==> src/rtl/mem_lsu_if.sv <==
// mem_lsu_if: request/response and memory-side signal bundle for mem_lsu.
// Ports: req_* (pipeline request), resp_* (completion), mem_* (word memory).
// Modports: slave = the LSU itself, master = its environment (pipeline + memory).
interface mem_lsu_if;
  logic        req_valid;
  logic        req_ready;
  logic [5:0]  req_op;
  logic [31:0] req_addr;
  logic [31:0] req_wdata;
  logic        resp_valid;
  logic [31:0] resp_rdata;
  logic        resp_err;
  logic        mem_en;
  logic        mem_we;
  logic [13:0] mem_addr;
  logic [3:0]  mem_be;
  logic [31:0] mem_wdata;
  logic [31:0] mem_rdata;
  logic        mem_ack;

  modport slave (
    input  req_valid, req_op, req_addr, req_wdata, mem_rdata, mem_ack,
    output req_ready, resp_valid, resp_rdata, resp_err,
           mem_en, mem_we, mem_addr, mem_be, mem_wdata
  );

  modport master (
    output req_valid, req_op, req_addr, req_wdata, mem_rdata, mem_ack,
    input  req_ready, resp_valid, resp_rdata, resp_err,
           mem_en, mem_we, mem_addr, mem_be, mem_wdata
  );
endinterface

==> src/rtl/mem_lsu.sv <==
// mem_lsu: MIPS lb/lh/lw/lbu/lhu/sb/sh/sw load-store unit in front of a single-ported word memory.
// Latency: accept at N, earliest mem_ack at N+1, resp_valid at N+2; illegal or trapped ops respond at N+1.
// Backpressure: req_ready only in IDLE (one access in flight); memory stalls via mem_ack, bounded by a watchdog.
// Ports: clk, rst_n (async active-low); bus (mem_lsu_if.slave) carrying req_*, resp_* and mem_* signals.
// Build option: LSU_MISALIGN_TRAP_EN -- when defined, misaligned half/word ops respond with error and no
// memory access; when undefined, the offending low address bits are ignored and the access proceeds.
module mem_lsu (
  input  logic     clk,
  input  logic     rst_n,
  mem_lsu_if.slave bus
);
  localparam logic [5:0] OP_LB  = 6'd32;
  localparam logic [5:0] OP_LH  = 6'd33;
  localparam logic [5:0] OP_LW  = 6'd35;
  localparam logic [5:0] OP_LBU = 6'd36;
  localparam logic [5:0] OP_LHU = 6'd37;
  localparam logic [5:0] OP_SB  = 6'd40;
  localparam logic [5:0] OP_SH  = 6'd41;
  localparam logic [5:0] OP_SW  = 6'd43;

  typedef enum logic [1:0] {IDLE = 2'd0, ACCESS = 2'd1, RESP = 2'd2} state_e;

  state_e      state_q, state_d;
  logic [5:0]  op_q;
  logic [1:0]  lane_q;
  logic [3:0]  wdog_q;
  logic        mem_en_q, mem_we_q;
  logic [13:0] mem_addr_q;
  logic [3:0]  mem_be_q;
  logic [31:0] mem_wdata_q;
  logic        resp_valid_q, resp_err_q;
  logic [31:0] resp_rdata_q;

  logic        is_load, is_store, is_half, is_word, reject;
  logic [1:0]  lane_eff;
  logic [3:0]  be_d;
  logic [31:0] wdata_d;
  logic [31:0] rd_sh;
  logic [31:0] load_data;
  logic        wdog_expired;
  logic        unused_addr_bits;

  // Only a 16 KiB window is addressed; the upper request address bits are dropped.
  assign unused_addr_bits = ^bus.req_addr[31:14];

  // Opcode decode.
  always_comb begin
    is_load  = 1'b0;
    is_store = 1'b0;
    is_half  = 1'b0;
    is_word  = 1'b0;
    case (bus.req_op)
      OP_LB, OP_LBU: is_load = 1'b1;
      OP_LH, OP_LHU: begin is_load = 1'b1;  is_half = 1'b1; end
      OP_LW:         begin is_load = 1'b1;  is_word = 1'b1; end
      OP_SB:         is_store = 1'b1;
      OP_SH:         begin is_store = 1'b1; is_half = 1'b1; end
      OP_SW:         begin is_store = 1'b1; is_word = 1'b1; end
      default: ;
    endcase
  end

  // Effective lane: halfwords ignore addr[0], words ignore addr[1:0]. With trapping
  // enabled those misaligned cases are rejected before the lane is ever used.
  always_comb begin
    lane_eff = bus.req_addr[1:0];
    if (is_half) lane_eff = {bus.req_addr[1], 1'b0};
    if (is_word) lane_eff = 2'b00;
`ifdef LSU_MISALIGN_TRAP_EN
    reject = !(is_load || is_store)
           || (is_half && bus.req_addr[0])
           || (is_word && (bus.req_addr[1:0] != 2'b00));
`else
    reject = !(is_load || is_store);
`endif
    be_d    = 4'hF;
    wdata_d = bus.req_wdata;
    if (is_store && is_half) begin
      be_d    = 4'b0011 << lane_eff;
      wdata_d = {2{bus.req_wdata[15:0]}};
    end else if (is_store && !is_word) begin
      be_d    = 4'b0001 << lane_eff;
      wdata_d = {4{bus.req_wdata[7:0]}};
    end else if (is_load) begin
      wdata_d = '0;
    end
  end

  // Load extraction: shifting by 8*lane puts the addressed byte/half at bit 0
  // (halfword lanes are always 0 or 2, so one shifter serves both widths).
  always_comb begin
    rd_sh = bus.mem_rdata >> {lane_q, 3'b000};
    case (op_q)
      OP_LB:   load_data = {{24{rd_sh[7]}}, rd_sh[7:0]};
      OP_LBU:  load_data = {24'h0, rd_sh[7:0]};
      OP_LH:   load_data = {{16{rd_sh[15]}}, rd_sh[15:0]};
      OP_LHU:  load_data = {16'h0, rd_sh[15:0]};
      OP_LW:   load_data = bus.mem_rdata;
      default: load_data = '0;
    endcase
  end

  assign wdog_expired = (wdog_q == 4'hF);

  // Next-state logic; mem_ack takes priority over the watchdog in the same cycle.
  always_comb begin
    state_d = state_q;
    case (state_q)
      IDLE:    if (bus.req_valid) state_d = reject ? RESP : ACCESS;
      ACCESS:  if (bus.mem_ack || wdog_expired) state_d = RESP;
      RESP:    state_d = IDLE;
      default: state_d = IDLE;
    endcase
  end

  always_ff @(posedge clk or negedge rst_n) begin
    if (!rst_n) state_q <= IDLE;
    else        state_q <= state_d;
  end

  // Datapath and registered outputs.
  always_ff @(posedge clk or negedge rst_n) begin
    if (!rst_n) begin
      op_q         <= '0;
      lane_q       <= '0;
      wdog_q       <= '0;
      mem_en_q     <= 1'b0;
      mem_we_q     <= 1'b0;
      mem_addr_q   <= '0;
      mem_be_q     <= '0;
      mem_wdata_q  <= '0;
      resp_valid_q <= 1'b0;
      resp_err_q   <= 1'b0;
      resp_rdata_q <= '0;
    end else begin
      resp_valid_q <= 1'b0;
      case (state_q)
        IDLE: begin
          if (bus.req_valid) begin
            op_q   <= bus.req_op;
            lane_q <= lane_eff;
            if (reject) begin
              resp_valid_q <= 1'b1;
              resp_err_q   <= 1'b1;
              resp_rdata_q <= '0;
            end else begin
              mem_en_q    <= 1'b1;
              mem_we_q    <= is_store;
              mem_addr_q  <= {bus.req_addr[13:2], 2'b00};
              mem_be_q    <= be_d;
              mem_wdata_q <= wdata_d;
              wdog_q      <= '0;
            end
          end
        end
        ACCESS: begin
          if (bus.mem_ack) begin
            mem_en_q     <= 1'b0;
            mem_we_q     <= 1'b0;
            resp_valid_q <= 1'b1;
            resp_err_q   <= 1'b0;
            resp_rdata_q <= load_data;
          end else if (wdog_expired) begin
            mem_en_q     <= 1'b0;
            mem_we_q     <= 1'b0;
            resp_valid_q <= 1'b1;
            resp_err_q   <= 1'b1;
            resp_rdata_q <= '0;
          end else begin
            wdog_q <= wdog_q + 4'd1;
          end
        end
        default: ;
      endcase
    end
  end

  assign bus.req_ready  = (state_q == IDLE);
  assign bus.resp_valid = resp_valid_q;
  assign bus.resp_err   = resp_err_q;
  assign bus.resp_rdata = resp_rdata_q;
  assign bus.mem_en     = mem_en_q;
  assign bus.mem_we     = mem_we_q;
  assign bus.mem_addr   = mem_addr_q;
  assign bus.mem_be     = mem_be_q;
  assign bus.mem_wdata  = mem_wdata_q;
endmodule
==> src/flat_wrapper.sv <==
// flat-port wrapper written by rule: the top's interface ports become plain ports
module mem_lsu_flat 
  (clk, rst_n, bus_req_valid, bus_req_op, bus_req_addr, bus_req_wdata, bus_mem_rdata, bus_mem_ack, bus_req_ready, bus_resp_valid, bus_resp_rdata, bus_resp_err, bus_mem_en, bus_mem_we, bus_mem_addr, bus_mem_be, bus_mem_wdata);
  mem_lsu_if bus_i ();
  input  logic clk;
  input  logic rst_n;
  input wire logic [$bits(bus_i.req_valid)-1:0] bus_req_valid;
  input wire logic [$bits(bus_i.req_op)-1:0] bus_req_op;
  input wire logic [$bits(bus_i.req_addr)-1:0] bus_req_addr;
  input wire logic [$bits(bus_i.req_wdata)-1:0] bus_req_wdata;
  input wire logic [$bits(bus_i.mem_rdata)-1:0] bus_mem_rdata;
  input wire logic [$bits(bus_i.mem_ack)-1:0] bus_mem_ack;
  output wire logic [$bits(bus_i.req_ready)-1:0] bus_req_ready;
  output wire logic [$bits(bus_i.resp_valid)-1:0] bus_resp_valid;
  output wire logic [$bits(bus_i.resp_rdata)-1:0] bus_resp_rdata;
  output wire logic [$bits(bus_i.resp_err)-1:0] bus_resp_err;
  output wire logic [$bits(bus_i.mem_en)-1:0] bus_mem_en;
  output wire logic [$bits(bus_i.mem_we)-1:0] bus_mem_we;
  output wire logic [$bits(bus_i.mem_addr)-1:0] bus_mem_addr;
  output wire logic [$bits(bus_i.mem_be)-1:0] bus_mem_be;
  output wire logic [$bits(bus_i.mem_wdata)-1:0] bus_mem_wdata;
  assign bus_i.req_valid = bus_req_valid;
  assign bus_i.req_op = bus_req_op;
  assign bus_i.req_addr = bus_req_addr;
  assign bus_i.req_wdata = bus_req_wdata;
  assign bus_i.mem_rdata = bus_mem_rdata;
  assign bus_i.mem_ack = bus_mem_ack;
  assign bus_req_ready = bus_i.req_ready;
  assign bus_resp_valid = bus_i.resp_valid;
  assign bus_resp_rdata = bus_i.resp_rdata;
  assign bus_resp_err = bus_i.resp_err;
  assign bus_mem_en = bus_i.mem_en;
  assign bus_mem_we = bus_i.mem_we;
  assign bus_mem_addr = bus_i.mem_addr;
  assign bus_mem_be = bus_i.mem_be;
  assign bus_mem_wdata = bus_i.mem_wdata;
  mem_lsu u_core (.clk(clk), .rst_n(rst_n), .bus(bus_i));
endmodule
==> config.mk <==
export PLATFORM = sky130hd
export DESIGN_NAME = mem_lsu_flat
export DESIGN_NICKNAME = d
export VERILOG_FILES = /design/src/rtl/mem_lsu_if.sv /design/src/rtl/mem_lsu.sv /design/src/flat_wrapper.sv
export SDC_FILE = /design/constraint.sdc
export NUM_CORES = 1
export LEC_CHECK = 0
export CORE_ASPECT_RATIO = 0.8
export CORE_UTILIZATION = 40
export DETAILED_ROUTE_END_ITERATION = 16
export GPL_ROUTABILITY_DRIVEN = 1
export GPL_TIMING_DRIVEN = 0
export PLACE_DENSITY = 0.86
export SYNTH_ARGS = -nofsm -noshare
export SYNTH_HDL_FRONTEND = slang
export SYNTH_SLANG_ARGS = --single-unit
==> constraint.sdc <==
create_clock -name clk -period 2.4 [get_ports clk]
set_clock_uncertainty 0.2 [all_clocks]
set_input_delay 0.72 -clock clk [delete_from_list [all_inputs] [get_ports clk]]
set_output_delay 0.72 -clock clk [all_outputs]
set_load 0.02 [all_outputs]
Word-level counts from Yosys, hierarchy flattened
Cells that the tools add are included.
Storage, ports and cells
  register bits after elaboration: 98
  latch bits: 0
  bits in writable memories: 0
  memory bits (read-only): 0
  input port bits: 106
  word-level logic and storage cells: 99
  memories kept: 0
Operators by class
  add/sub/neg operators: 1
  $mul: 0
  divide/modulo/power cells: 0
  order comparisons: 0
  equal/unequal tests: 22
  shift operators: 3
  mux-type cells: 44
  bitwise gates (word level): 0
  reductions and logical operators: 17
Operator list (count)
  32-bit two-way mux: 7
  32-bit one-hot mux with 5 select lines: 1
  6-bit equality test, second input constant: 13
  32-bit one-hot mux with 2 select lines: 1
  32-bit by 5-bit right shift with 16-bit output: 1
  4-bit two-way mux: 6
  1-bit two-way mux: 19
  2-bit two-way mux: 4
  2-bit != test, second input constant: 4
  1-bit one-hot mux with 2 select lines: 4
  4-bit one-hot mux with 2 select lines: 1
  4-bit AND reduction: 2
  3-bit OR reduction: 2
  5-bit AND reduction: 1
  5-bit OR reduction: 1
  4-bit by 1-bit adder with 4-bit output, second input constant: 1
  4-bit equality test, second input constant: 1
  2-bit by 1-bit != test with 1-bit output, second input constant: 2
  2-bit one-hot mux with 2 select lines: 1
  2-bit AND reduction: 2
  1-bit by 2-bit left shift with 4-bit output, first input constant: 1
  2-bit by 2-bit left shift with 4-bit output, first input constant: 1
  3-bit by 2-bit != test with 1-bit output, second input constant: 1
  3-bit AND reduction: 1
  7 further kinds: 9

Depth between registers and ports, before layout
  depth after elaboration: 8
  gate-level depth with buffers: 9

Worst setup path before layout
Ideal clock, no wire load.
  path type: input -> register
  from: input bus_req_op[0]
  to: register u_core.mem_be_q[1] (netlist: u_core.bus.mem_be[1])
  library setup time: 128 ps
  arrival: 2005 ps
  required time: 2072 ps
  path slack: 67 ps
  cell stages on the path: 9
  buffers on the path: 2
  cells stage by stage: buf_2 buf_2 nand3_1 nand2_1 inv_1 ha_1 nor2_1 o21ai_0 mux2_1
Between the ends
  word-level cells in the longest chain between the ends: 8
  elaborated cells between the ends (all ways): 27
  those cells by class: eq/ne: 8; shift: 2; mux: 8; reduce/logical: 9
Ends and longest elaborated chain
  start: declaration: RTL line flat_wrapper.sv:8  | input wire logic [$bits(bus_i.req_op)-1:0] bus_req_op;
  6-bit equality test: RTL line mem_lsu.sv:52  | case (bus.req_op)
  3-bit OR reduction (no source line)
  1-bit two-way mux: RTL line mem_lsu.sv:52
  1-bit two-way mux: RTL line mem_lsu.sv:67  | if (is_half) lane_eff = {bus.req_addr[1], 1'b0};
  2-bit two-way mux *: RTL line mem_lsu.sv:68  | if (is_word) lane_eff = 2'b00;
  via u_core.lane_eff[0]: RTL line mem_lsu.sv:35  | logic [1:0] lane_eff;
  1-bit by 2-bit left shift with 4-bit output: RTL line mem_lsu.sv:82  | be_d = 4'b0001 << lane_eff;
  4-bit two-way mux: RTL line mem_lsu.sv:81  | end else if (is_store && !is_word) begin
  4-bit two-way mux *: RTL line mem_lsu.sv:78  | if (is_store && is_half) begin
  end signal: assignment: RTL line mem_lsu.sv:130  | mem_be_q <= '0;
  end signal: assignment: RTL line mem_lsu.sv:150  | mem_be_q <= be_d;
  end: declaration: RTL line mem_lsu.sv:29  | logic [3:0] mem_be_q;
The timed path passes the listed nets; every way through them passes the cells marked *.
A chain may end at the register's enable or synchronous reset.

Worst setup path after layout
  from: input bus_req_valid
  to: register u_core.resp_rdata_q[14] (netlist: u_core.bus.resp_rdata[14])
Between the ends
  word-level cells in the longest chain between the ends: 2
Ends and longest elaborated chain
  start: declaration: RTL line flat_wrapper.sv:7  | input wire logic [$bits(bus_i.req_valid)-1:0] bus_req_valid;
  2-bit != test (no source line)
  4-bit AND reduction (no source line)
  end signal: assignment: RTL line mem_lsu.sv:162  | resp_rdata_q <= load_data;
  end: declaration: RTL line mem_lsu.sv:32  | logic [31:0] resp_rdata_q;
Every way passes these cells.

==> impl_metrics.env <==
export IMPL_regToRegStartpoint="u_core.op_q[4]$_DFFE_PN0P_"
export IMPL_drt_initial_drc_count=252
export IMPL_cp_end_kind="register"
export IMPL_vdd_drop_max_mv=0.527
export IMPL_startpoint_type="primary input"
export IMPL_r2r_slack_ns=0.13
export IMPL_timing_reg2reg_worst_path_depth=4
export IMPL_cts_tree="yes"
export IMPL_run_status="finished clean"
export IMPL_routedWlPerCell_um=18.0
export IMPL_postSynthCellCount=501
export IMPL_power_internal_mw=3.87
export IMPL_cts_buffers_inserted=9
export IMPL_maximum_level_of_the_cts_h_tree=3
export IMPL_synth_flop_cell="dfrtp_1"
export IMPL_grt_max_degree=58
export IMPL_finalWorstPathRequiredPeriod_ns=2.34
export IMPL_cts_reportedPaths_clkPinSlew_ns=0.07
export IMPL_yosys_warning_count=0
export IMPL_number_of_synthesized_flops_with_an_enable_pin=0
export IMPL_layout_drive_gt1_share_pct=13.3
export IMPL_portBuffers=171
export IMPL_crit_reg2reg_capture="u_core.bus.resp_rdata[2]$_DFFE_PN0P_"
export IMPL_core_area_um2=12300
export IMPL_final_area_um2=7540
export IMPL_power_switching_share_pct=33.4
export IMPL_flow_area_growth_from_synthesis_pct=47.8
export IMPL_initial_core_util_pct=41.5
export IMPL_comb_power_share_pct=35.6
export IMPL_globalRoute_totalOverflow=0
export IMPL_fp_dieW_um=128
export IMPL_n_fill_cell=1014
export IMPL_tritoncts_num_sinks=98
export IMPL_final_period_utilization_pct=97.4
export IMPL_route_vias_total=4767
export IMPL_grt_total_usage_pct=24.2
export IMPL_post_drt_via_cell_ratio=5.46
export IMPL_p_leak_nw=3.19
export IMPL_post_cts_hold_buffers=0
export IMPL_layout_common_cells="clkdlybuf4s50_1, dfrtp_1, nand2_1"
export IMPL_detail_route_wirelength_um=15700
export IMPL_timing_setup_critical_path_class="in -> reg"
export IMPL_synth_area_per_cell_um2=10.2
export IMPL_cp_max_fo=10
export IMPL_wire_length_of_the_first_global_routing_pass_um=24200
export IMPL_dr_pass1_iters=4
export IMPL_final_nets=805
export IMPL_synth_ff_latch_count=98
export IMPL_arrival_ns=2.35
export IMPL_dpl_hpwl_um=11500
export IMPL_max_freq_ghz=0.428
export IMPL_post_dp_cell_area_um2=7050
export IMPL_area_of_the_multi_input_gates_um2=2380
export IMPL_number_of_placement_rows=36
export IMPL_number_of_antenna_violations_at_the_first_check_in_global_routing=2
export IMPL_clock_path_buffers=2
export IMPL_final_common_cell="clkdlybuf4s50_1"
export IMPL_timing_max_slew_rel_slack_pct=14.8
export IMPL_die_height_um=103
export IMPL_setup_violations=0
export IMPL_clock_insertion_delay_worst_skew_ns=0.36
export IMPL_finalHoldViolCount=0
export IMPL_number_of_global_route_vias_before_repair=4722
export IMPL_synthArstFlopShare_pct=100
export IMPL_finalCoreUtilization_pct=61.3
export IMPL_place_gp_congestion=0.862
export IMPL_critPathRequiredTime_ns=2.41
export IMPL_power_dissipated_by_switching_net_loads_mw=1.94
export IMPL_register_area_um2=2450
export IMPL_route_antenna_remaining_nets=0
export IMPL_hold_path_class="in -> async"
export IMPL_seq_power_share_pct=37.3
export IMPL_floorplan_die_area_um2=13200
export IMPL_power_per_cell_area_nw_per_um2=770
export IMPL_route_detailed_drc=0
export IMPL_clock_root_buffer="clkbuf_16"
export IMPL_ys_seq_area_share_pct=48.1
export IMPL_setup_repair_after_global_routing_missed_its_margin="no"
export IMPL_report_final_slew_viol_count=0
export IMPL_yosysUniqueCellTypes=62
export IMPL_power_share_clock_pct=27.1
export IMPL_syn_cell_area_um2=5100
export IMPL_max_cap_violations=0
export IMPL_measured_slew_at_the_worst_slew_check_pin_ns=1.27
export IMPL_num_io_pins=193
## power by group through the flow
stage,Sequential [mW],Clock [mW],Combinational [mW]
final,2.17,1.57,2.07
after global routing,2.20,1.66,2.22
after CTS,2.16,1.59,2.05
after detailed placement,2.18,0,2.02
after global placement,2.17,0,1.98
after floorplan,2.49,0,0.744
## how the worst max path moves through the flow
| stage | from | endpoint |
|---|---|---|
| 2_1_floorplan | bus_req_op[0] | u_core.bus.mem_be[1]$_DFFE_PN0P_ |
| 3_3_place_gp | rst_n | u_core.bus.mem_wdata[13]$_DFFE_PN0P_ |
| 3_5_place_dp | bus_req_op[1] | u_core.bus.mem_be[2]$_DFFE_PN0P_ |
| 4_1_cts | bus_req_valid | u_core.bus.mem_wdata[7]$_DFFE_PN0P_ |
| 5_1_grt | bus_req_valid | u_core.bus.mem_wdata[21]$_DFFE_PN0P_ |
| 6_report | bus_req_valid | u_core.bus.resp_rdata[14]$_DFFE_PN0P_ |
## critical path: stages
cell and delay (ns):
clkdlybuf4s50_1 0.54, nand2b_4 0.08, or3_4 0.41, a31oi_4 0.30, buf_8 0.19, o2111ai_1 0.11
## synth_stat cells, types with 2 or more instances
cell type | instances | share of area (%)
nand3b_1 | 2 | 0.29
and3_1 | 2 | 0.25
buf_2 | 15 | 1.5
o2111ai_1 | 5 | 0.86
o221ai_2 | 13 | 3.8
nand2_1 | 88 | 6.5
nand2b_1 | 6 | 0.74
a22oi_1 | 8 | 1.2
o2bb2ai_1 | 5 | 0.86
nand3_1 | 6 | 0.59
mux2i_1 | 19 | 3.7
inv_1 | 36 | 2.7
buf_6 | 2 | 0.44
a2bb2oi_1 | 3 | 0.52
a211o_1 | 7 | 1.2
mux2_1 | 12 | 2.7
o211ai_2 | 2 | 0.49
o221ai_1 | 4 | 0.69
or2_1 | 3 | 0.37
nor3b_1 | 2 | 0.29
o22ai_2 | 8 | 2.0
xnor2_1 | 2 | 0.34
o22a_1 | 2 | 0.34
a32oi_1 | 8 | 1.4
buf_1 | 2 | 0.15
dfrtp_1 | 98 | 48
clkbuf_1 | 13 | 0.96
a21oi_1 | 20 | 2.0
nor2b_1 | 11 | 1.3
buf_8 | 2 | 0.59
nor2_1 | 7 | 0.52
nor3_1 | 9 | 0.88
o21ai_1 | 34 | 3.3
o21ai_0 | 5 | 0.49
buf_4 | 2 | 0.29
ha_1 | 5 | 1.2
a22o_1 | 8 | 1.4
## stage by stage
| step | hold slack, ns | worst slack, ns | instances | total power, mW | setup TNS, ns |
|---|---|---|---|---|---|
| global route | 0.193 | 0.00275 | 871 | 6.08 | 0 |
| floorplan | 0.224 | 0.0670 | 502 | 3.23 | 0 |
| detailed placement | 0.269 | -0.696 | 845 | 4.21 | -43.65 |
| finish | 0.163 | 0.0614 | 873 | 5.81 | 0 |
| CTS | 0.176 | 0.0189 | 869 | 5.80 | 0 |
| global placement | 0.264 | -3.16 | 844 | 4.14 | -350.56 |
## sequential cells by signal, summed over array words and instances (netlist names), 2 cells and up
| signal | flops |
|---|---|
| u_core.bus.mem_addr | 12 |
| u_core.bus.mem_be | 4 |
| u_core.bus.mem_wdata | 32 |
| u_core.bus.resp_rdata | 32 |
| u_core.lane_q | 2 |
| u_core.op_q | 6 |
| u_core.state_q | 2 |
| u_core.wdog_q | 4 |
## cell families after synthesis
logic type	after synthesis	synth area share, %
and+or+nand+nor	149	14.7
AOI/OAI and AO/OA	142	22.4
DFF	98	48.1
buffers and inverters	72	6.55
muxes	32	6.60
adders and majority gates	5	1.23
xor gates and xnor gates	2	0.344
other	1	0.0735
## area by class of cell
type | count | share of cell area [%]
plain buffers | 36 | 2.99
clock inverters | 6 | 1.20
well taps | 171 | 2.84
multi-input cells | 333 | 31.6
clock buffers | 10 | 3.04
repair buffers | 180 | 23.9
flip-flops and latches | 98 | 32.5
diodes | 3 | 0.0996
inverters | 36 | 1.79
## per-layer routing
metal	track usage, %	part of all wire (%)
met4	8.60	1.6
met1	29.4	42
met3	9.65	11
met2	39.3	45
met5	0	0
## timing repair
item	4_1_cts	5_1_grt
resized for setup	21	13
setup buffers	7	1
pin swaps	3	2
cloned	1	0
endpoints found under the setup margin	84	47
Note: power is estimated with default switching activity, not from simulation.
